File: src/rtl/zeroriscy_data_axil_bridge_pkg.sv
// Shared types and constants for the zero-riscy data-side AXI4-Lite bridge.
package zeroriscy_axil_pkg;

  // Bridge FSM states: write path WRITE->BRESP, read path AREQ->RDATA, both end in RESP.
  typedef enum logic [2:0] {
    ST_IDLE  = 3'd0,
    ST_WRITE = 3'd1,
    ST_BRESP = 3'd2,
    ST_AREQ  = 3'd3,
    ST_RDATA = 3'd4,
    ST_RESP  = 3'd5
  } bridge_state_e;

  localparam logic [1:0] RESP_OKAY   = 2'b00;
  localparam logic [1:0] RESP_EXOKAY = 2'b01;
  localparam logic [1:0] RESP_SLVERR = 2'b10;
  localparam logic [1:0] RESP_DECERR = 2'b11;

  localparam logic [2:0] AXI_PROT_DEFAULT = 3'b000;

  // SLVERR and DECERR both have bit 1 set; OKAY/EXOKAY do not.
  function automatic logic resp_is_err(input logic [1:0] resp);
    return resp[1];
  endfunction

endpackage

File: src/rtl/zeroriscy_data_axil_bridge_if.sv
// AXI4-Lite bus bundle between the bridge (master) and the interconnect (slave).
interface zeroriscy_data_axil_bridge_if #(
  parameter int AXI_ADDR_WIDTH = 32
);
  logic [AXI_ADDR_WIDTH-1:0] awaddr;
  logic [2:0]                awprot;
  logic                      awvalid;
  logic                      awready;
  logic [31:0]               wdata;
  logic [3:0]                wstrb;
  logic                      wvalid;
  logic                      wready;
  logic [1:0]                bresp;
  logic                      bvalid;
  logic                      bready;
  logic [AXI_ADDR_WIDTH-1:0] araddr;
  logic [2:0]                arprot;
  logic                      arvalid;
  logic                      arready;
  logic [31:0]               rdata;
  logic [1:0]                rresp;
  logic                      rvalid;
  logic                      rready;

  modport master (
    output awaddr, awprot, awvalid, wdata, wstrb, wvalid, bready,
           araddr, arprot, arvalid, rready,
    input  awready, wready, bresp, bvalid, arready, rdata, rresp, rvalid
  );

  modport slave (
    input  awaddr, awprot, awvalid, wdata, wstrb, wvalid, bready,
           araddr, arprot, arvalid, rready,
    output awready, wready, bresp, bvalid, arready, rdata, rresp, rvalid
  );
endinterface

File: src/rtl/zeroriscy_axil_wr_tracker.sv
// Tracks completion of the independent AW and W phases of one AXI-Lite write.
module zeroriscy_axil_wr_tracker (
  input  logic clk,
  input  logic rst,
  input  logic clr_i,
  input  logic aw_hs_i,
  input  logic w_hs_i,
  output logic aw_done_o,
  output logic w_done_o,
  output logic wr_phase_done_o
);

  logic aw_done_q, aw_done_d;
  logic w_done_q, w_done_d;

  // Next-state of the done flags: clear at grant, set on each phase's handshake.
  always_comb begin
    aw_done_d = aw_done_q;
    w_done_d  = w_done_q;
    if (clr_i) begin
      aw_done_d = 1'b0;
      w_done_d  = 1'b0;
    end else begin
      if (aw_hs_i) aw_done_d = 1'b1;
      if (w_hs_i)  w_done_d  = 1'b1;
    end
  end

  // Flag registers.
  always_ff @(posedge clk or posedge rst) begin
    if (rst) begin
      aw_done_q <= 1'b0;
      w_done_q  <= 1'b0;
    end else begin
      aw_done_q <= aw_done_d;
      w_done_q  <= w_done_d;
    end
  end

  assign aw_done_o = aw_done_q;
  assign w_done_o  = w_done_q;
  // A phase counts as done if it finished earlier or is finishing this cycle.
  assign wr_phase_done_o = (aw_done_q | aw_hs_i) & (w_done_q | w_hs_i);

endmodule

File: src/rtl/zeroriscy_data_axil_bridge.sv
// LSU req/gnt/rvalid to AXI4-Lite master, one outstanding transaction.
module zeroriscy_data_axil_bridge
  import zeroriscy_axil_pkg::*;
#(
  parameter int         AXI_ADDR_WIDTH = 32,
  parameter bit         ALIGN_ADDR     = 1'b1,
  parameter logic [2:0] AXI_PROT       = AXI_PROT_DEFAULT
) (
  input  logic        clk,
  input  logic        rst,
  input  logic        data_req_i,
  output logic        data_gnt_o,
  output logic        data_rvalid_o,
  output logic        data_err_o,
  input  logic [31:0] data_addr_i,
  input  logic        data_we_i,
  input  logic [3:0]  data_be_i,
  input  logic [31:0] data_wdata_i,
  output logic [31:0] data_rdata_o,
  zeroriscy_data_axil_bridge_if.master m_axi,
  output logic        busy_o
);

  bridge_state_e state_q, state_d;
  logic [31:0]   addr_q, addr_d;
  logic [3:0]    be_q, be_d;
  logic [31:0]   wdata_q, wdata_d;
  logic [31:0]   rdata_q, rdata_d;
  logic          err_q, err_d;

  logic gnt_c, wr_clr;
  logic aw_done, w_done, wr_phase_done;
  logic awvalid, wvalid, aw_hs, w_hs;
  logic [31:0] addr_aligned;
  logic [AXI_ADDR_WIDTH-1:0] axi_addr;

  // AW/W valids decode only registered state, so they hold until their handshake.
  assign awvalid = (state_q == ST_WRITE) & ~aw_done;
  assign wvalid  = (state_q == ST_WRITE) & ~w_done;
  assign aw_hs   = awvalid & m_axi.awready;
  assign w_hs    = wvalid & m_axi.wready;

  zeroriscy_axil_wr_tracker u_wr_tracker (
    .clk             (clk),
    .rst             (rst),
    .clr_i           (wr_clr),
    .aw_hs_i         (aw_hs),
    .w_hs_i          (w_hs),
    .aw_done_o       (aw_done),
    .w_done_o        (w_done),
    .wr_phase_done_o (wr_phase_done)
  );

  // FSM next-state, request capture and per-state handshake outputs.
  always_comb begin
    state_d       = state_q;
    addr_d        = addr_q;
    be_d          = be_q;
    wdata_d       = wdata_q;
    rdata_d       = rdata_q;
    err_d         = err_q;
    wr_clr        = 1'b0;
    gnt_c         = 1'b0;
    data_rvalid_o = 1'b0;
    m_axi.bready  = 1'b0;
    m_axi.arvalid = 1'b0;
    m_axi.rready  = 1'b0;
    case (state_q)
      ST_IDLE: begin
        gnt_c = data_req_i;
        if (data_req_i) begin
          addr_d  = data_addr_i;
          be_d    = data_be_i;
          wdata_d = data_wdata_i;
          wr_clr  = 1'b1;
          state_d = data_we_i ? ST_WRITE : ST_AREQ;
        end
      end
      ST_WRITE: begin
        if (wr_phase_done) state_d = ST_BRESP;
      end
      ST_BRESP: begin
        m_axi.bready = 1'b1;
        if (m_axi.bvalid) begin
          err_d   = resp_is_err(m_axi.bresp);
          state_d = ST_RESP;
        end
      end
      ST_AREQ: begin
        m_axi.arvalid = 1'b1;
        if (m_axi.arready) state_d = ST_RDATA;
      end
      ST_RDATA: begin
        m_axi.rready = 1'b1;
        if (m_axi.rvalid) begin
          rdata_d = m_axi.rdata;
          err_d   = resp_is_err(m_axi.rresp);
          state_d = ST_RESP;
        end
      end
      ST_RESP: begin
        data_rvalid_o = 1'b1;
        state_d       = ST_IDLE;
      end
      default: state_d = ST_IDLE;
    endcase
  end

  // State and datapath registers; reset abandons any transaction in flight.
  always_ff @(posedge clk or posedge rst) begin
    if (rst) begin
      state_q <= ST_IDLE;
      addr_q  <= '0;
      be_q    <= '0;
      wdata_q <= '0;
      rdata_q <= '0;
      err_q   <= 1'b0;
    end else begin
      state_q <= state_d;
      addr_q  <= addr_d;
      be_q    <= be_d;
      wdata_q <= wdata_d;
      rdata_q <= rdata_d;
      err_q   <= err_d;
    end
  end

  // Grant is masked while reset is held so the core never sees a grant it cannot complete.
  assign data_gnt_o   = gnt_c & ~rst;
  assign data_err_o   = data_rvalid_o & err_q;
  assign data_rdata_o = rdata_q;
  assign busy_o       = (state_q != ST_IDLE);

  assign addr_aligned = ALIGN_ADDR ? {addr_q[31:2], 2'b00} : addr_q;

  // Fit the 32-bit core address onto the AXI address width.
  generate
    if (AXI_ADDR_WIDTH > 32) begin : g_addr_ext
      assign axi_addr = {{(AXI_ADDR_WIDTH-32){1'b0}}, addr_aligned};
    end else begin : g_addr_trunc
      assign axi_addr = addr_aligned[AXI_ADDR_WIDTH-1:0];
    end
  endgenerate

  assign m_axi.awaddr  = axi_addr;
  assign m_axi.araddr  = axi_addr;
  assign m_axi.awprot  = AXI_PROT;
  assign m_axi.arprot  = AXI_PROT;
  assign m_axi.awvalid = awvalid;
  assign m_axi.wvalid  = wvalid;
  assign m_axi.wdata   = wdata_q;
  assign m_axi.wstrb   = be_q;

endmodule

File: src/flat_wrapper.sv
// flat-port wrapper written by rule: the top's interface ports become plain ports
module zeroriscy_data_axil_bridge_flat import zeroriscy_axil_pkg::*;
#(
  parameter int         AXI_ADDR_WIDTH = 32,
  parameter bit         ALIGN_ADDR     = 1'b1,
  parameter logic [2:0] AXI_PROT       = AXI_PROT_DEFAULT
)
  (clk, rst, data_req_i, data_gnt_o, data_rvalid_o, data_err_o, data_addr_i, data_we_i, data_be_i, data_wdata_i, data_rdata_o, busy_o, m_axi_awaddr, m_axi_awprot, m_axi_awvalid, m_axi_wdata, m_axi_wstrb, m_axi_wvalid, m_axi_bready, m_axi_araddr, m_axi_arprot, m_axi_arvalid, m_axi_rready, m_axi_awready, m_axi_wready, m_axi_bresp, m_axi_bvalid, m_axi_arready, m_axi_rdata, m_axi_rresp, m_axi_rvalid);
  zeroriscy_data_axil_bridge_if #(.AXI_ADDR_WIDTH(AXI_ADDR_WIDTH)) m_axi_i ();
  input  logic clk;
  input  logic rst;
  input  logic data_req_i;
  output logic data_gnt_o;
  output logic data_rvalid_o;
  output logic data_err_o;
  input  logic [31:0] data_addr_i;
  input  logic data_we_i;
  input  logic [3:0] data_be_i;
  input  logic [31:0] data_wdata_i;
  output logic [31:0] data_rdata_o;
  output logic busy_o;
  output wire logic [$bits(m_axi_i.awaddr)-1:0] m_axi_awaddr;
  output wire logic [$bits(m_axi_i.awprot)-1:0] m_axi_awprot;
  output wire logic [$bits(m_axi_i.awvalid)-1:0] m_axi_awvalid;
  output wire logic [$bits(m_axi_i.wdata)-1:0] m_axi_wdata;
  output wire logic [$bits(m_axi_i.wstrb)-1:0] m_axi_wstrb;
  output wire logic [$bits(m_axi_i.wvalid)-1:0] m_axi_wvalid;
  output wire logic [$bits(m_axi_i.bready)-1:0] m_axi_bready;
  output wire logic [$bits(m_axi_i.araddr)-1:0] m_axi_araddr;
  output wire logic [$bits(m_axi_i.arprot)-1:0] m_axi_arprot;
  output wire logic [$bits(m_axi_i.arvalid)-1:0] m_axi_arvalid;
  output wire logic [$bits(m_axi_i.rready)-1:0] m_axi_rready;
  input wire logic [$bits(m_axi_i.awready)-1:0] m_axi_awready;
  input wire logic [$bits(m_axi_i.wready)-1:0] m_axi_wready;
  input wire logic [$bits(m_axi_i.bresp)-1:0] m_axi_bresp;
  input wire logic [$bits(m_axi_i.bvalid)-1:0] m_axi_bvalid;
  input wire logic [$bits(m_axi_i.arready)-1:0] m_axi_arready;
  input wire logic [$bits(m_axi_i.rdata)-1:0] m_axi_rdata;
  input wire logic [$bits(m_axi_i.rresp)-1:0] m_axi_rresp;
  input wire logic [$bits(m_axi_i.rvalid)-1:0] m_axi_rvalid;
  assign m_axi_awaddr = m_axi_i.awaddr;
  assign m_axi_awprot = m_axi_i.awprot;
  assign m_axi_awvalid = m_axi_i.awvalid;
  assign m_axi_wdata = m_axi_i.wdata;
  assign m_axi_wstrb = m_axi_i.wstrb;
  assign m_axi_wvalid = m_axi_i.wvalid;
  assign m_axi_bready = m_axi_i.bready;
  assign m_axi_araddr = m_axi_i.araddr;
  assign m_axi_arprot = m_axi_i.arprot;
  assign m_axi_arvalid = m_axi_i.arvalid;
  assign m_axi_rready = m_axi_i.rready;
  assign m_axi_i.awready = m_axi_awready;
  assign m_axi_i.wready = m_axi_wready;
  assign m_axi_i.bresp = m_axi_bresp;
  assign m_axi_i.bvalid = m_axi_bvalid;
  assign m_axi_i.arready = m_axi_arready;
  assign m_axi_i.rdata = m_axi_rdata;
  assign m_axi_i.rresp = m_axi_rresp;
  assign m_axi_i.rvalid = m_axi_rvalid;
  zeroriscy_data_axil_bridge #(.AXI_ADDR_WIDTH(AXI_ADDR_WIDTH), .ALIGN_ADDR(ALIGN_ADDR), .AXI_PROT(AXI_PROT)) u_core (.clk(clk), .rst(rst), .data_req_i(data_req_i), .data_gnt_o(data_gnt_o), .data_rvalid_o(data_rvalid_o), .data_err_o(data_err_o), .data_addr_i(data_addr_i), .data_we_i(data_we_i), .data_be_i(data_be_i), .data_wdata_i(data_wdata_i), .data_rdata_o(data_rdata_o), .m_axi(m_axi_i), .busy_o(busy_o));
endmodule
File: config.mk
export PLATFORM = sky130hd
export DESIGN_NAME = zeroriscy_data_axil_bridge_flat
export DESIGN_NICKNAME = d
export VERILOG_FILES = /design/src/rtl/zeroriscy_data_axil_bridge_pkg.sv /design/src/rtl/zeroriscy_data_axil_bridge_if.sv /design/src/rtl/zeroriscy_axil_wr_tracker.sv /design/src/rtl/zeroriscy_data_axil_bridge.sv /design/src/flat_wrapper.sv
export SDC_FILE = /design/constraint.sdc
export NUM_CORES = 1
export LEC_CHECK = 0
export ABC_AREA = 1
export CORE_UTILIZATION = 25
export DETAILED_ROUTE_END_ITERATION = 16
export GPL_TIMING_DRIVEN = 0
export PLACE_DENSITY_LB_ADDON = 0.08
export SLEW_MARGIN = 20
export SYNTH_ARGS = -nofsm -noshare
export SYNTH_HDL_FRONTEND = slang
export SYNTH_SLANG_ARGS = --single-unit
File: constraint.sdc
create_clock -name clk -period 7.84 [get_ports clk]
set_input_delay 1.96 -clock clk [delete_from_list [all_inputs] [get_ports clk]]
set_output_delay 1.96 -clock clk [all_outputs]
set_load 0.005 [all_outputs]
==> impl_metrics.py, run 1 <==
metrics = {
    "route": {
        "ant_nets": 0,
        "routedWlPerCell_um": 13.83,
        "drc": 0,
        "vias_per_cell": 4.090,
        "vias": 3607,
        "routed_wl_um": 12190,
        "first_pass_iters": 4,
        "drtIter0Drc": 99,
    },
    "yosys": {
        "ys_seq_area_share_pct": 58.38,
        "syn_area_per_cell_um2": 11.52,
        "synthAdderAreaFrac_pct": 0,
        "synthMuxAreaShare_pct": 17.26,
        "synth_top_family_by_area": "multiplexers",
        "ys_ff_latch": 104,
        "synth_compound_area_share_pct": 0.4491,
        "ys_types": 21,
        "yosys.area_share.simple_pct": 13.70,
        "ys_warn_count": 0,
        "synth-xor-area-share_pct": 0,
        "syn_area_um2": 4458,
        "synth_cells": 387,
    },
    "setup_path": {
        "cp-start-kind": "input pin",
        "worst_ep_required_time_ps": 5880,
        "r2r_slack_ps": 6190,
        "r2r_start": "u_core.state_q[1]$_DFFE_PP0P_",
        "r2r_cells": 5,
        "crit_arrival_ps": 3630,
        "regToRegEndpoint": "u_core.addr_q[3]$_DFFE_PP0P_",
        "crit_fanout": 10,
        "timing.critical_path.to_type": "output pin",
        "path_class": "input pin to output pin",
    },
    "finish": {
        "drive_gt1_share_pct": 21.31,
        "utilization_pct": 43.62,
        "syn_to_final_growth_pct": 69.83,
        "mostFrequentLayoutCells": "244 x clkdlybuf4s50_1, 104 x dfrtp_1, 87 x nand2_1",
        "nets": 765,
        "final_common_cell": "clkdlybuf4s50_1",
        "diodes": 0,
    },
    "global_routing": {
        "grt_usage_pct": 13.50,
        "antenna_found_initial": 0,
        "grt_pass1_vias": 3634,
        "gr-total-overflow": 0,
        "grt_max_degree": 61,
        "grt_pass1_wl_um": 18910,
    },
    "clock_tree": {
        "ctsResizeCount": 0,
        "htree_levels": 3,
        "clk_path_buf_depth": 2,
        "cts_setup_buffers": 0,
        "cts_tree": "done",
        "cts.clk_slew.worst_paths_ps": 70,
        "cts.sinks": 104,
        "clockRootBuffer": "clkbuf_16",
        "cts_inserted_buffers": 9,
        "cts_hold_buf": 0,
        "clk_latency_ps": 350,
    },
    "worst_hold_path": {
        "min_path_cells": 2,
        "hold_path_end": "u_core.data_rdata_o[25]$_DFFE_PP0P_",
        "hp-class": "flop to flop",
        "hold_start": "u_core.data_rdata_o[25]$_DFFE_PP0P_",
    },
    "floorplanning": {
        "ioPinCount": 260,
        "start_util_pct": 25.68,
        "coreArea_um2": 17360,
        "fp.dieW_um": 135.5,
        "fp.dieH_um": 135.5,
        "fp.dieArea_um2": 18370,
        "num_rows": 48,
    },
    "timing": {
        "setup_violations": 0,
        "min_period_over_period_pct": 71.24,
        "final_hold_viol_count": 0,
        "min_period_ps": 5585,
        "fin_skew_ps": 7.294,
        "max_freq_mhz": 179.1,
        "rsz0062_at_grt": "false",
        "drv_slew": 0,
        "setup_tns_ps": 0,
    },
    "power": {
        "seqPwrFrac_pct": 33.3,
        "swShare_pct": 28.24,
        "ir_worst_vdd_v": 0.0001554,
        "powerDensity_nw_per_um2": 379.6,
        "combinationalPowerShare_pct": 49.6,
        "p_int_w": 0.002062,
        "p_sw_w": 0.0008114,
        "power_leakage_nw": 3.413,
        "pwr-share-clk_pct": 17.0,
    },
    "outcome": {
        "status": "finished clean",
    },
    "place": {
        "place_congestion": 0.7354,
        "dpl.hpwl_um": 9322,
        "port_buffers": 244,
    },
    "job": {
        "max_cap_viol_count": 0,
    },
}
==> final cells by class <==
| type | count | area, µm² |
|---|---|---|
| fill | 1655 | 9786 |
| sequential | 104 | 2603 |
| timing repair buffer | 245 | 2470 |
| multi-input combinational | 221 | 1438 |
| buffer | 59 | 406.6 |
| tap | 225 | 281.5 |
| clock buffer | 11 | 242.7 |
| clock inverter | 5 | 80.08 |
| inverter | 12 | 50.05 |
==> worst max-delay path by stage <==
stage,startpoint,to,slack (ps),cells past startpoint
global placement,rst,u_core.m_axi.wdata[10]$_DFFE_PP0P_,1260,2
finish,data_req_i,data_gnt_o,2250,6
global route,data_req_i,data_gnt_o,2150,6
floorplan,rst,u_core.addr_q[10]$_DFFE_PP0P_,3150,1
detailed placement,data_req_i,data_gnt_o,2230,6
CTS,data_req_i,data_gnt_o,2220,6
==> cell usage after synthesis, drive strengths merged <==
cell	n	area share [%]
nand3	39	4.5
inv	12	1.0
nand3b	3	0.51
nand2	87	7.3
and2	1	0.14
o21ai	3	0.34
buf	53	8.6
nor4	1	0.14
mux2	66	17
dfrtp	104	58
nor3	3	0.34
a21oi	1	0.11
nor2	7	0.76
clkbuf	6	0.51
conb	1	0.084
==> power by group through the flow <==
stage / Clock, W / Sequential [W] / Combinational (W)
after floorplan: 0 / 0.000975 / 0.000574
after global placement: 0 / 0.000959 / 0.00144
after detailed placement: 0 / 0.000969 / 0.00145
after CTS: 0.000513 / 0.000960 / 0.00145
after global routing: 0.000534 / 0.000993 / 0.00156
final: 0.000490 / 0.000957 / 0.00143
==> sequential cells by signal, summed over array words and instances (netlist names) <==
signal	flops
u_core.data_rdata_o	32
u_core.m_axi.wdata	32
u_core.addr_q	30
u_core.m_axi.wstrb	4
u_core.state_q	3
u_core.err_q	1
u_core.u_wr_tracker.aw_done_o	1
u_core.u_wr_tracker.w_done_o	1
==> cells by family (layout without fill, tap and decap cells) <==
kind of cell | after synthesis | in the layout
and+or+nand+nor | 141 | 141
AOI/OAI and AO/OA | 4 | 4
DFF | 104 | 104
muxes | 66 | 66
buffers and inverters | 71 | 332
other | 1 | 10
==> metal layers <==
metal	vias up	track usage (%)	wire (µm)
met1	1687	16.41	5206
met4	0	5.618	199
met2	159	22.28	5842
li1	1750	-	-
met3	11	3.928	945
met5	-	0	0
==> through the flow <==
| step | hold WS [ps] | power (W) | instance area, µm² | setup WS (ps) | std cells |
|---|---|---|---|---|---|
| final | 471.7 | 0.002874 | 7571 | 2255 | 882 |
| after global routing | 493.9 | 0.003090 | 7571 | 2152 | 882 |
| after CTS | 477.5 | 0.002927 | 7571 | 2220 | 882 |
| after detailed placement | 460.3 | 0.002417 | 7248 | 2230 | 866 |
| after global placement | 453.4 | 0.002396 | 7216 | 1257 | 865 |
| after floorplan | 465.4 | 0.001549 | 4492 | 3148 | 396 |
==> critical path: stages <==
cell and delay [ps]:
clkdlybuf4s50_1 510, nand3_2 190, buf_6 210, buf_6 160, nor2_1 90, clkdlybuf4s50_1 500
(Power assumes the default switching activity.)
==> run 2, diff against run 1 <==
==> constraint.sdc (replaced) <==
create_clock -name clk -period 5.14 [get_ports clk]
set_input_delay 1.285 -clock clk [delete_from_list [all_inputs] [get_ports clk]]
set_output_delay 1.285 -clock clk [all_outputs]
set_load 0.005 [all_outputs]
==> results of run 2 <==
Same layout as run 1 (identical final DEF). Status: finished clean.
Main changes from that run: setup slack after placement 2230 ps -> 880.1 ps; setup slack after layout 2255 ps -> 905.0 ps; register-to-register setup slack 6190 ps -> 3490 ps; total power 0.002874 W -> 0.004383 W; worst IR drop on VDD 0.0001554 V -> 0.0002370 V
